## src/rtl/endstop_pkg.sv

```systemverilog
// endstop_pkg: shared homing FSM states and trigger-event record layout
package endstop_pkg;
  typedef enum logic [1:0] {IDLE, WAIT_CLOCK, SAMPLE} home_st_e;
  localparam int CHAN_W = 4;
  typedef struct packed {
    logic [CHAN_W-1:0] chan;
    logic [31:0]       tstamp;
    logic              pin;
  } evt_t;
  localparam int EVT_W = $bits(evt_t);
endpackage

```

## src/rtl/endstop_evt_fifo.sv

```systemverilog
// endstop_evt_fifo: synchronous trigger-event FIFO with full/empty flags
module endstop_evt_fifo
  import endstop_pkg::*;
#(
  parameter int DEPTH = 8,
  parameter int W = EVT_W
) (
  input  logic         clk,
  input  logic         rst_n,
  input  logic         push,
  input  logic [W-1:0] din,
  input  logic         pop,
  output logic [W-1:0] dout,
  output logic         full,
  output logic         empty
);
  localparam int AW = $clog2(DEPTH);
  logic [W-1:0] mem [DEPTH];
  logic [AW:0] wp, rp;
  logic wr;
  assign empty = wp == rp;
  assign full = wp == {~rp[AW], rp[AW-1:0]};
  assign wr = push && (!full || pop);
  assign dout = mem[rp[AW-1:0]];
  // pointers; a full FIFO still accepts a push when the head leaves in the same cycle
  always_ff @(posedge clk or negedge rst_n)
    if (!rst_n) begin
      wp <= '0;
      rp <= '0;
    end else begin
      wp <= wp + (AW+1)'(wr);
      rp <= rp + (AW+1)'(pop && !empty);
    end
  // storage needs no reset: only slots between the pointers are ever visible
  always_ff @(posedge clk)
    if (wr) mem[wp[AW-1:0]] <= din;
endmodule

```

## src/rtl/endstop_homing.sv

```systemverilog
// endstop_homing: per-channel endstop homing FSMs, stepper stop requests and trigger event queue
module endstop_homing
  import endstop_pkg::*;
#(
  parameter int NENDSTOP = 8,
  parameter int NSTEPDIR = 6,
  parameter int SAMPLE_BITS = 24,
  parameter int EVT_DEPTH = 8
) (
  input  logic                        clk,
  input  logic                        rst_n,
  input  logic [31:0]                 systime,
  input  logic [NENDSTOP-1:0]         endstop_in,
  input  logic                        cfg_wr,
  input  logic [$clog2(NENDSTOP)-1:0] cfg_chan,
  input  logic [NSTEPDIR-1:0]         cfg_mask,
  input  logic                        home_wr,
  input  logic [31:0]                 home_time,
  input  logic [SAMPLE_BITS-1:0]      home_samples,
  input  logic [SAMPLE_BITS-1:0]      home_rest,
  input  logic                        home_pin,
  input  logic                        shutdown,
  output logic [NENDSTOP-1:0]         homing,
  output logic [NENDSTOP-1:0]         endstop,
  output logic [NSTEPDIR-1:0]         step_reset,
  output logic                        evt_valid,
  input  logic                        evt_ready,
  output logic [$clog2(NENDSTOP)-1:0] evt_chan,
  output logic [31:0]                 evt_time,
  output logic                        evt_pin,
  output logic                        evt_overflow
);
  localparam int CW = $clog2(NENDSTOP);
  logic [NENDSTOP-1:0] sync1, trig, pending, cap_pin;
  logic [NSTEPDIR-1:0] smap [NENDSTOP];
  logic [31:0] cap_time [NENDSTOP];
  logic [NSTEPDIR-1:0] sr_n;
  logic [CW-1:0] sel;
  logic any, push, pop, full, empty;
  evt_t din, head;
  // two-flop synchroniser for the raw pins
  always_ff @(posedge clk or negedge rst_n)
    if (!rst_n) {endstop, sync1} <= '0;
    else {endstop, sync1} <= {sync1, endstop_in};
  for (genvar i = 0; i < NENDSTOP; i++) begin : g_ch
    home_st_e st, st_n;
    logic [SAMPLE_BITS-1:0] cnt, cnt_n, rest, rest_n, smp, rld;
    logic [31:0] ht, ct;
    logic pin, cp, t, arm;
    assign arm = home_wr && !shutdown && cfg_chan == CW'(i);
    assign homing[i] = st != IDLE;
    assign trig[i] = t;
    assign cap_time[i] = ct;
    assign cap_pin[i] = cp;
    // state and sample counters
    always_ff @(posedge clk or negedge rst_n)
      if (!rst_n) begin
        st <= IDLE;
        cnt <= '0;
        rest <= '0;
      end else begin
        st <= st_n;
        cnt <= cnt_n;
        rest <= rest_n;
      end
    // armed parameters and trigger capture
    always_ff @(posedge clk or negedge rst_n)
      if (!rst_n) begin
        smp <= '0;
        rld <= '0;
        ht <= '0;
        pin <= 1'b0;
        ct <= '0;
        cp <= 1'b0;
      end else begin
        if (arm) begin
          smp <= home_samples;
          rld <= home_rest;
          ht <= home_time;
          pin <= home_pin;
        end
        if (t) begin
          ct <= systime;
          cp <= endstop[i];
        end
      end
    // shutdown beats arming, arming beats sampling; start time compared wrap-safe
    always_comb begin
      st_n = st;
      cnt_n = cnt;
      rest_n = rest;
      t = 1'b0;
      if (shutdown) st_n = IDLE;
      else if (arm) st_n = home_samples == '0 ? IDLE : WAIT_CLOCK;
      else if (st == WAIT_CLOCK && $signed(systime - ht) >= 0) begin
        st_n = SAMPLE;
        cnt_n = smp;
        rest_n = '0;
      end else if (st == SAMPLE && rest != '0) rest_n = rest - SAMPLE_BITS'(1);
      else if (st == SAMPLE) begin
        rest_n = rld;
        if (endstop[i] != pin) cnt_n = smp;
        else if (cnt == SAMPLE_BITS'(1)) begin
          t = 1'b1;
          st_n = IDLE;
        end else cnt_n = cnt - SAMPLE_BITS'(1);
      end
    end
  end
  // union of the maps of every channel triggering this cycle
  always_comb begin
    sr_n = '0;
    for (int k = 0; k < NENDSTOP; k++) if (trig[k]) sr_n |= smap[k];
  end
  // stepper maps and one-cycle stop request; map reads above see the pre-write value
  always_ff @(posedge clk or negedge rst_n)
    if (!rst_n) begin
      step_reset <= '0;
      for (int k = 0; k < NENDSTOP; k++) smap[k] <= '0;
    end else begin
      step_reset <= shutdown ? '1 : sr_n;
      if (cfg_wr) smap[cfg_chan] <= cfg_mask;
    end
  // lowest pending channel wins the single push slot
  always_comb begin
    sel = '0;
    any = 1'b0;
    for (int k = NENDSTOP - 1; k >= 0; k--)
      if (pending[k]) begin
        sel = CW'(k);
        any = 1'b1;
      end
  end
  assign push = any && !shutdown;
  assign pop = evt_ready && !empty;
  assign din = '{chan: CHAN_W'(sel), tstamp: cap_time[sel], pin: cap_pin[sel]};
  // pending set on trigger, cleared on push (even when dropped); drops are sticky
  always_ff @(posedge clk or negedge rst_n)
    if (!rst_n) begin
      pending <= '0;
      evt_overflow <= 1'b0;
    end else begin
      pending <= shutdown ? '0 : (pending & ~(push ? NENDSTOP'(1) << sel : '0)) | trig;
      if (push && full && !pop) evt_overflow <= 1'b1;
    end
  endstop_evt_fifo #(.DEPTH(EVT_DEPTH), .W(EVT_W)) u_fifo (
    .clk(clk),
    .rst_n(rst_n),
    .push(push),
    .din(din),
    .pop(pop),
    .dout(head),
    .full(full),
    .empty(empty)
  );
  assign evt_valid = !empty;
  assign evt_chan = CW'(head.chan);
  assign evt_time = head.tstamp;
  assign evt_pin = head.pin;
endmodule

```

## config.mk

```make
export PLATFORM = sky130hd
export DESIGN_NAME = endstop_homing
export DESIGN_NICKNAME = d
export VERILOG_FILES = /design/src/rtl/endstop_pkg.sv /design/src/rtl/endstop_evt_fifo.sv /design/src/rtl/endstop_homing.sv
export SDC_FILE = /design/constraint.sdc
export NUM_CORES = 2
export LEC_CHECK = 0
export BUFFER_PORTS_ARGS = -buffer_cell sky130_fd_sc_hd__buf_2
export CAP_MARGIN = 20
export CORE_MARGIN = 2
export CORE_UTILIZATION = 53
export CTS_BUF_LIST = sky130_fd_sc_hd__clkbuf_8
export DETAILED_ROUTE_END_ITERATION = 10
export PLACE_DENSITY = 0.72
export SLEW_MARGIN = 5
export SYNTH_ARGS = -nofsm -noshare
export SYNTH_HDL_FRONTEND = slang
export SYNTH_HIERARCHICAL = 1
export SYNTH_SLANG_ARGS = --single-unit
```

## constraint.sdc

```tcl
create_clock -name clk -period 11.2 [get_ports clk]
set_input_delay 1.68 -clock clk [delete_from_list [all_inputs] [get_ports clk]]
set_output_delay 1.68 -clock clk [all_outputs]
set_load 0.1 [all_outputs]
```

==> key figures <==
Outcome
  • Status: finished clean

Critical path
  • Worst Setup SP: u_fifo/rp[0]
  • CP Capture Type: output pin
  • Flop2flop setup slack: ~6.6 ns
  • Setup CP Type: register to output pin
  • Data arrival, critical path: roughly 3.9 ns
  • R2r endpoint: u_fifo/mem[5][11]
  • Worst Path Required: between 9 and 10 ns
  • Crit path capture: evt_valid
  • Reg2Reg Launch Point: u_fifo/rp[0]
  • R2R depth: 8
  • Startpoint types: register
  • Crit-path max FO: 49

Placed design
  • HPWL after DPL: approximately 150000 um
  • Routability Congestion: 0.896
  • I/O Buffers: approximately 200
  • Area after DPL: around 0.085 mm^2

Run
  • # Max-Cap Violations: 0

Timing
  • Final Hold Fails: 0
  • Final setup vio count: 0
  • Relative slew slack: about a fifth
  • Fmax: around 180 MHz
  • RSZ-0062 raised after global routing: no
  • Worst-margin pin slew: around 1.2 ns
  • Fin. max-slew vios: 0
  • Clk_skew: between 0.06 and 0.07 ns
  • Setup tns final: 0 ns
  • Minimum clock period: about 5.6 ns
  • Fraction of the cycle the final worst path needs: between 40% and 50%

Clock network
  • Total CTS buffers: roughly 300
  • CTS tree: yes
  • Clock transition at the registers of the reported paths: 0.06 ns
  • Post-CTS Setup Bufs: 0
  • Post-CTS Hold Buffers: 0
  • CTS H-tree depth: 5
  • CTS sink cnt: 1687
  • Worst-Skew Late Latency: about 1.0 ns
  • Clock root buffer master: clkbuf_8
  • Clock buffer depth: 4
  • Resized cells post-CTS: 0

Routing
  • Drt total wl: 228000 um
  • Wire length per cell: around 22 um
  • Routed vias: roughly 62000
  • Drt pass-1 iters: 6
  • Drt first-iter violations: between 5000 and 6000
  • DRC Markers: 0
  • Via/cell ratio: between 6 and 7
  • Post-DRT Antenna Nets: 0

Die
  • I/O pins: 196
  • Die Y: around 400 um
  • Core area: around 0.15 mm^2
  • Starting Density: a little over half
  • DIE WIDTH: 397 um
  • Site Rows: 144
  • Die area: about 0.16 mm^2

Min path
  • Worst Hold Class: register to register
  • Hold_sp: sync1[5]

Final layout
  • Ratio of cells with drive above 1 in the final layout: between 10% and 20%
  • Final instance area: a little over 0.09 mm^2
  • Final #Nets: ~8500
  • P&R area growth vs syn: 10.6%

Power and ir drop
  • Max IR drop VDD: between 0.0002 and 0.00025 V
  • Power per cell area: between 200 and 250 mW/mm^2
  • Static leakage: approximately 0.04 uW

Synth
  • Synth Area per Inst: 10.3 um^2
  • Post-Syn Area: about 0.082 mm^2
  • Yosys Warn Count: 6
  • Syn_nets: approximately 8300
  • Cell count after synthesis: between 7000 and 8000

Global routing
  • Initial antenna violation count: 29
  • GRT Residual Overflow: 0
  • GRT Total Usage: roughly 29%
  • Largest net degree at the start of global routing: 165
  • First-pass GRT wire length: 352000 um
  • Vias in the first global route: about 61000
[registers in the layout, indices dropped and copies added (netlist names), 6 cells and up]
name        flops
step_reset      6
sync1           8
g_ch.rest     192
smap           48
u_fifo/mem    288
g_ch.st        16
g_ch.smp      192
endstop         8
g_ch.ht       256
g_ch.cnt      192
g_ch.cp         8
pending         8
g_ch.ct       256
g_ch.rld      192
g_ch.pin        8
[cells in the final DEF, fill, tap and decap left out, types with 63 or more instances in the layout]
cell / count
nand3_1: 116
o21ai_0: 710
nand2_1: 1363
mux2_2: 528
or3_1: 63
mux4_2: 138
mux2i_1: 64
ha_1: 284
dfrtp_1: 1397
inv_1: 456
buf_4: 98
a21oi_1: 522
nor2_1: 499
edfxtp_1: 288
nor3_1: 214
nand4_1: 83
nor4_1: 106
buf_2: 195
clkbuf_8: 360
[worst min path at each step]
stage	to	slack [ns]	cells after the start
finish	endstop[5]	0.34	0
global placement	endstop[3]	0.33	0
detailed placement	endstop[4]	0.34	0
CTS	endstop[5]	0.35	0
global route	endstop[0]	0.36	0
floorplan	endstop[0]	0.33	0
[metrics by stage]
stage	cells	util, %	worst slack (ns)	hold slack [ns]	power, uW
2_1_floorplan	7918	-	3.98	0.331	12400
3_3_place_gp	9815	55.1	5.10	0.333	13600
3_5_place_dp	9816	55.2	4.96	0.336	13900
4_1_cts	10300	58.8	5.43	0.346	19400
5_1_grt	10300	58.9	5.29	0.356	20400
6_report	10300	58.9	5.62	0.342	19300
[per-layer routing]
metal | GRT usage, % | vias up | share of wire (%)
met3 | 5.71 | 533 | 7.8
met2 | 46.3 | 2326 | 47
met5 | 0 | - | 0.015
met1 | 38.1 | 31000 | 41
met4 | 12.1 | 6 | 4.2
li1 | - | 28300 | -
[worst max-delay path, cell delays in order, from the launching register on]
cell and delay [ns]:
dfrtp_4 0.76, buf_4 0.85, xor2_1 0.25, or3b_2 0.57, nor2_1 0.14, inv_1 0.05, buf_2 0.28
[report_power, final]
part / leakage [uW] / switching [uW] / internal, uW
Clock: 0.00327 / 2510 / 2970
Sequential: 0.0204 / 912 / 7390
Combinational: 0.0167 / 3590 / 1940
[final cells by class]
class / count / area (um^2)
Sequential cell: 1687 / 43700
Inverter: 363 / 1360
Antenna cell: 16 / 40.0
Fill cell: 12700 / 63100
Tap cell: 2044 / 2560
Multi-Input combinational cell: 5429 / 35400
Timing Repair Buffer: 306 / 1930
Clock inverter: 139 / 674
Clock buffer: 359 / 4940
(Power assumes the default switching activity.)
